## config.mk

```make
export PLATFORM = sky130hd
export DESIGN_NAME = serial_chunk_adder_flat
export DESIGN_NICKNAME = d
export VERILOG_FILES = /design/src/rtl/serial_chunk_adder_if.sv /design/src/rtl/serial_chunk_adder.sv /design/src/flat_wrapper.sv
export SDC_FILE = /design/constraint.sdc
export NUM_CORES = 1
export LEC_CHECK = 0
export BUFFER_PORTS_ARGS = -buffer_cell sky130_fd_sc_hd__buf_2
export CAP_MARGIN = 20
export CORE_MARGIN = 5
export CORE_UTILIZATION = 54
export CTS_CLUSTER_DIAMETER = 60
export CTS_CLUSTER_SIZE = 8
export DETAILED_ROUTE_END_ITERATION = 8
export PLACE_DENSITY = 0.8
export SLEW_MARGIN = 20
export SYNTH_ARGS = -nofsm -noshare
export SYNTH_HDL_FRONTEND = slang
export SYNTH_SLANG_ARGS = --single-unit
```

## constraint.sdc

```tcl
create_clock -name clk -period 2.7 [get_ports clk]
set_input_delay 0.405 -clock clk [delete_from_list [all_inputs] [get_ports clk]]
set_output_delay 0.405 -clock clk [all_outputs]
set_load 0.01 [all_outputs]
```

## src/rtl/serial_chunk_adder_if.sv

```systemverilog
// Operand/result handshake bundle for serial_chunk_adder.
// The producer/consumer side uses master; the adder uses slave.
interface serial_chunk_adder_if #(
    parameter int WIDTH = 16
);
    logic             in_valid;
    logic             in_ready;
    logic [WIDTH-1:0] a;
    logic [WIDTH-1:0] b;
    logic             c_in;
    logic             sub;
    logic             out_valid;
    logic             out_ready;
    logic [WIDTH-1:0] sum;
    logic             carry_out;
    logic             overflow;

    modport master (
        output in_valid, a, b, c_in, sub, out_ready,
        input  in_ready, out_valid, sum, carry_out, overflow
    );

    modport slave (
        input  in_valid, a, b, c_in, sub, out_ready,
        output in_ready, out_valid, sum, carry_out, overflow
    );
endinterface

```

## src/rtl/serial_chunk_adder.sv

```systemverilog
// Multi-cycle add/subtract: CHUNK bits per clock, LSB chunk first, carry held in a register.
// Subtraction is A + ~B + ~borrow_in, so carry_out=1 means no borrow.
module fa_cell (
    input  logic a,
    input  logic b,
    input  logic ci,
    output logic s,
    output logic co
);
    assign s  = a ^ b ^ ci;
    assign co = (a & b) | (ci & (a ^ b));
endmodule

module serial_chunk_adder #(
    parameter int WIDTH = 16,
    parameter int CHUNK = 4
) (
    input logic                 clk,
    input logic                 rst_n,
    serial_chunk_adder_if.slave bus
);
    localparam int N  = WIDTH / CHUNK;
    localparam int CW = (N > 1) ? $clog2(N) : 1;

    typedef enum logic [1:0] {IDLE, RUN, DONE} state_t;

    state_t           state, state_nxt;
    logic [CW-1:0]    cnt;
    logic             cy;
    logic [WIDTH-1:0] a_q, b_q, sum_q;
    logic             co_q, ov_q;

    logic [CHUNK:0]   c;
    logic [CHUNK-1:0] s;
    logic [WIDTH-1:0] a_sh, b_sh, sum_sh;
    logic             accept, last;

    assign bus.in_ready  = rst_n && (state == IDLE);
    assign bus.out_valid = (state == DONE);
    assign bus.sum       = sum_q;
    assign bus.carry_out = co_q;
    assign bus.overflow  = ov_q;

    assign accept = bus.in_valid && bus.in_ready;
    assign last   = (cnt == CW'(N - 1));

    // Operands shift right so the active chunk always sits in the low CHUNK bits.
    assign c[0] = cy;
    for (genvar i = 0; i < CHUNK; i++) begin : g_fa
        fa_cell u_fa (.a(a_q[i]), .b(b_q[i]), .ci(c[i]), .s(s[i]), .co(c[i+1]));
    end

    if (CHUNK == WIDTH) begin : g_one_chunk
        assign a_sh   = '0;
        assign b_sh   = '0;
        assign sum_sh = s;
    end else begin : g_multi_chunk
        assign a_sh   = {{CHUNK{1'b0}}, a_q[WIDTH-1:CHUNK]};
        assign b_sh   = {{CHUNK{1'b0}}, b_q[WIDTH-1:CHUNK]};
        assign sum_sh = {s, sum_q[WIDTH-1:CHUNK]};
    end

    always_ff @(posedge clk) begin
        if (!rst_n) state <= IDLE;
        else        state <= state_nxt;
    end

    always_comb begin
        state_nxt = state;
        case (state)
            IDLE:    if (accept)        state_nxt = RUN;
            RUN:     if (last)          state_nxt = DONE;
            DONE:    if (bus.out_ready) state_nxt = IDLE;
            default:                    state_nxt = IDLE;
        endcase
    end

    always_ff @(posedge clk) begin
        if (!rst_n) begin
            cnt   <= '0;
            cy    <= 1'b0;
            a_q   <= '0;
            b_q   <= '0;
            sum_q <= '0;
            co_q  <= 1'b0;
            ov_q  <= 1'b0;
        end else begin
            case (state)
                IDLE: if (accept) begin
                    a_q <= bus.a;
                    b_q <= bus.sub ? ~bus.b : bus.b;
                    cy  <= bus.c_in ^ bus.sub;
                    cnt <= '0;
                end
                RUN: begin
                    a_q   <= a_sh;
                    b_q   <= b_sh;
                    sum_q <= sum_sh;
                    cy    <= c[CHUNK];
                    if (last) begin
                        co_q <= c[CHUNK];
                        ov_q <= c[CHUNK] ^ c[CHUNK-1];
                    end else begin
                        cnt <= cnt + CW'(1);
                    end
                end
                default: ;
            endcase
        end
    end
endmodule

```

## src/flat_wrapper.sv

```systemverilog
// flat-port wrapper written by rule: the top's interface ports become plain ports
module serial_chunk_adder_flat 
#(
    parameter int WIDTH = 16,
    parameter int CHUNK = 4
)
  (clk, rst_n, bus_in_valid, bus_a, bus_b, bus_c_in, bus_sub, bus_out_ready, bus_in_ready, bus_out_valid, bus_sum, bus_carry_out, bus_overflow);
  serial_chunk_adder_if #(.WIDTH(WIDTH)) bus_i ();
  input logic clk;
  input logic rst_n;
  input wire logic [$bits(bus_i.in_valid)-1:0] bus_in_valid;
  input wire logic [$bits(bus_i.a)-1:0] bus_a;
  input wire logic [$bits(bus_i.b)-1:0] bus_b;
  input wire logic [$bits(bus_i.c_in)-1:0] bus_c_in;
  input wire logic [$bits(bus_i.sub)-1:0] bus_sub;
  input wire logic [$bits(bus_i.out_ready)-1:0] bus_out_ready;
  output wire logic [$bits(bus_i.in_ready)-1:0] bus_in_ready;
  output wire logic [$bits(bus_i.out_valid)-1:0] bus_out_valid;
  output wire logic [$bits(bus_i.sum)-1:0] bus_sum;
  output wire logic [$bits(bus_i.carry_out)-1:0] bus_carry_out;
  output wire logic [$bits(bus_i.overflow)-1:0] bus_overflow;
  assign bus_i.in_valid = bus_in_valid;
  assign bus_i.a = bus_a;
  assign bus_i.b = bus_b;
  assign bus_i.c_in = bus_c_in;
  assign bus_i.sub = bus_sub;
  assign bus_i.out_ready = bus_out_ready;
  assign bus_in_ready = bus_i.in_ready;
  assign bus_out_valid = bus_i.out_valid;
  assign bus_sum = bus_i.sum;
  assign bus_carry_out = bus_i.carry_out;
  assign bus_overflow = bus_i.overflow;
  serial_chunk_adder #(.WIDTH(WIDTH), .CHUNK(CHUNK)) u_core (.clk(clk), .rst_n(rst_n), .bus(bus_i));
endmodule
```

==> metrics.cfg <==
[place]
portBuffers = 57
placed_area_mm2 = 0.00285
gp_congestion = 0.737
hpwl_um = 3560
placed_cells = 370
dpl_worst_slack_ns = 0.498

[route]
wl_met2_um = 2510
wirelength_um = 5250
drt_iter0_markers = 184
drt-pass1-iter-count = 6
wl_met1_um = 2400
drt_drc_violations_left = 0
top_layer_used = met4
wire_per_inst_um = 13.9
ant_nets = 0
dr_total_vias = 2083
wl_met3_um = 280
vias_per_cell = 5.51

[power_and_ir_drop]
power_mw = 1.68
p_leak_nw = 1.24
p_comb_frac = 0.151
power.density_mw_per_mm2 = 568
seq_power_share = 0.523
p_clk_frac = 0.325
ir_drop_mv = 0.304
intPower_mw = 1.25
switchingPower_mw = 0.429
p_sw_frac = 0.255

[cts]
root_buffer = clkbuf_8
htreeDepth = 2
clkTransAtPathRegs_ns = 0.10
cts_buffer_depth = 2
postCtsHoldBufs = 0
cts.sinks = 55
cts_buffers = 5
cts_tree = yes
post_cts_buffers = 0
ctsResizeCount = 0
clk_latency_ns = 0.31

[global_routing]
grt_max_degree = 43
track_usage = 0.185
grt_first_pass_wirelength_um = 9450
antenna_found_initial = 0
grt_overflow = 0
grt_pass1_vias = 2046

[final_layout]
ff_latch_area_mm2 = 0.00110
layout_common_cells = buf_2 (57), dfxtp_1 (55), nand2_1 (36)
fill_cells = 416
final_common_cell = buf_2
fin_area_mm2 = 0.00296
multiInputGateArea_mm2 = 0.00131
final_nets = 366
final_util = 0.631
diodes = 0
synthToLayoutAreaGrowth_pct = 13.6
finalNonFillerCells = 378
drive_gt1_frac = 0.269

[logic_synthesis]
synth-seq-area-share = 0.423
syn_inst = 279
mappedNetlistArea_mm2 = 0.00260
synth_cell_types = 34
yosys_register_bits = 55
synth_warnings = 0
syn_nets = 322
synth_area_per_cell_um2 = 9.34

[floorplan]
rows = 25
core_mm2 = 0.00469
ioPinCount = 58
start_util = 0.555
fp.dieW_um = 79.5
dieArea_mm2 = 0.00631
die_h_um = 79.5

[setup_path]
cp-start-kind = flip-flop
crit_fanout = 2
crit_type = reg2reg
rr_endpoint = u_core.bus.sum[15]$_SDFFE_PN0P_
reg2reg_depth = 8
startpoint = u_core.a_q[0]$_SDFFE_PN0P_
endpoint = u_core.bus.sum[15]$_SDFFE_PN0P_
timing.rr.start = u_core.a_q[0]$_SDFFE_PN0P_
r2r_setup_slack_ns = 0.48
worstPathRequired_ns = 2.93
worstPathArrival_ns = 2.45
end_kind = flip-flop

[timing]
timing.hold.ws_ns = 0.326
worst_slack_ns = 0.483
finalMaxSlewViolations = 0
fin_tns_setup_ns = 0
fmax_mhz = 451
rsz0062_at_grt = no
maxSlewHeadroom = 0.624
min_period_ns = 2.22
hold_viol = 0
worstMarginPinSlew_ns = 0.563
finalCritPeriodShare = 0.821
finalClockSkew_ns = 0.00780
finalSetupViolCount = 0

[worst_hold_path]
hp-class = in2reg

[outcome]
status = complete, no violations

[run]
max_cap_violations = 0

==> logic make-up (layout without fill, tap and decap cells) <==
family	Yosys count	after routing	synth area share
buf+inv	36	81	0.0754
simple gates	55	55	0.0951
xor+xnor	18	18	0.0605
mux	13	13	0.0672
compound gates	97	97	0.244
fa+ha+maj	5	5	0.0355
flops	55	55	0.423
==> synthesized netlist by cell type <==
library cell	number	area (um^2)
o21bai_1	10	75.1
nand4bb_1	1	11.3
nand2b_4	1	13.8
dfxtp_1	55	1100
buf_6	5	56.3
fa_1	4	80.1
a311oi_1	1	8.76
ha_1	1	12.5
clkbuf_1	8	30.0
xnor2_1	5	43.8
a211oi_1	6	45.0
o311a_1	12	120
mux2i_1	1	10.0
a22oi_1	13	97.6
nor2b_1	2	12.5
and4bb_1	1	12.5
nand2_1	36	135
nor2_1	9	33.8
o21ai_0	16	80.1
a2bb2oi_1	1	8.76
nand3_1	2	10.0
o211ai_1	2	15.0
mux2_2	4	45.0
mux2_4	8	120
a21oi_2	1	8.76
xor2_1	13	114
clkinv_1	1	3.75
nand2_2	1	6.26
nand2b_1	1	6.26
or3_1	1	6.26
inv_1	9	33.8
a21oi_1	35	175
buf_2	10	50.1
buf_4	3	22.5
==> critical path, cell delays in order (launching register included) <==
cell and delay (ns):
dfxtp_1 0.34, fa_1 0.42, inv_1 0.08, fa_1 0.15
inv_1 0.05, fa_1 0.40, inv_1 0.09, fa_1 0.41
a211oi_1 0.21
==> per-layer routing <==
metal	up-vias	global-route usage
li1	1062	-
met1	966	0.251
met2	49	0.298
met3	6	0.0406
met4	0	0.0464
met5	-	0
==> how the worst min path moves through the flow <==
| stage | endpoint | slack [ns] | from | cells past startpoint |
|---|---|---|---|---|
| after floorplan | u_core.a_q[12]$_SDFFE_PN0P_ | 0.44 | u_core.a_q[12]$_SDFFE_PN0P_ | 2 |
| after global placement | u_core.bus.sum[1]$_SDFFE_PN0P_ | 0.44 | u_core.bus.sum[1]$_SDFFE_PN0P_ | 2 |
| after detailed placement | u_core.a_q[14]$_SDFFE_PN0P_ | 0.45 | u_core.a_q[14]$_SDFFE_PN0P_ | 2 |
| after CTS | u_core.a_q[13]$_SDFFE_PN0P_ | 0.33 | bus_a[13] | 3 |
| after global routing | u_core.a_q[13]$_SDFFE_PN0P_ | 0.32 | bus_a[13] | 3 |
| final | u_core.a_q[14]$_SDFFE_PN0P_ | 0.33 | bus_a[14] | 3 |
==> registers in the layout, summed over array words and instances, names as in the netlist <==
name / flops
u_core.a_q: 16
u_core.b_q: 16
u_core.bus.sum: 16
u_core.cnt: 2
u_core.state: 2
u_core.bus.carry_out: 1
u_core.bus.overflow: 1
u_core.cy: 1
==> power groups by stage <==
stage / clock network (mW) / logic, mW / registers (mW)
CTS: 0.550 / 0.257 / 0.880
finish: 0.547 / 0.254 / 0.880
detailed placement: 0 / 0.255 / 0.898
floorplan: 0 / 0.194 / 0.895
global route: 0.591 / 0.287 / 0.886
global placement: 0 / 0.248 / 0.897
==> area by class of cell <==
class | count | area share
multi-input combinational | 188 | 0.443
sequential | 55 | 0.372
timing repair buffer | 63 | 0.112
clock buffer | 5 | 0.0233
tap | 54 | 0.0228
clock inverter | 3 | 0.0148
inverter | 10 | 0.0127
No activity file was read; power rests on OpenSTA's default activity.
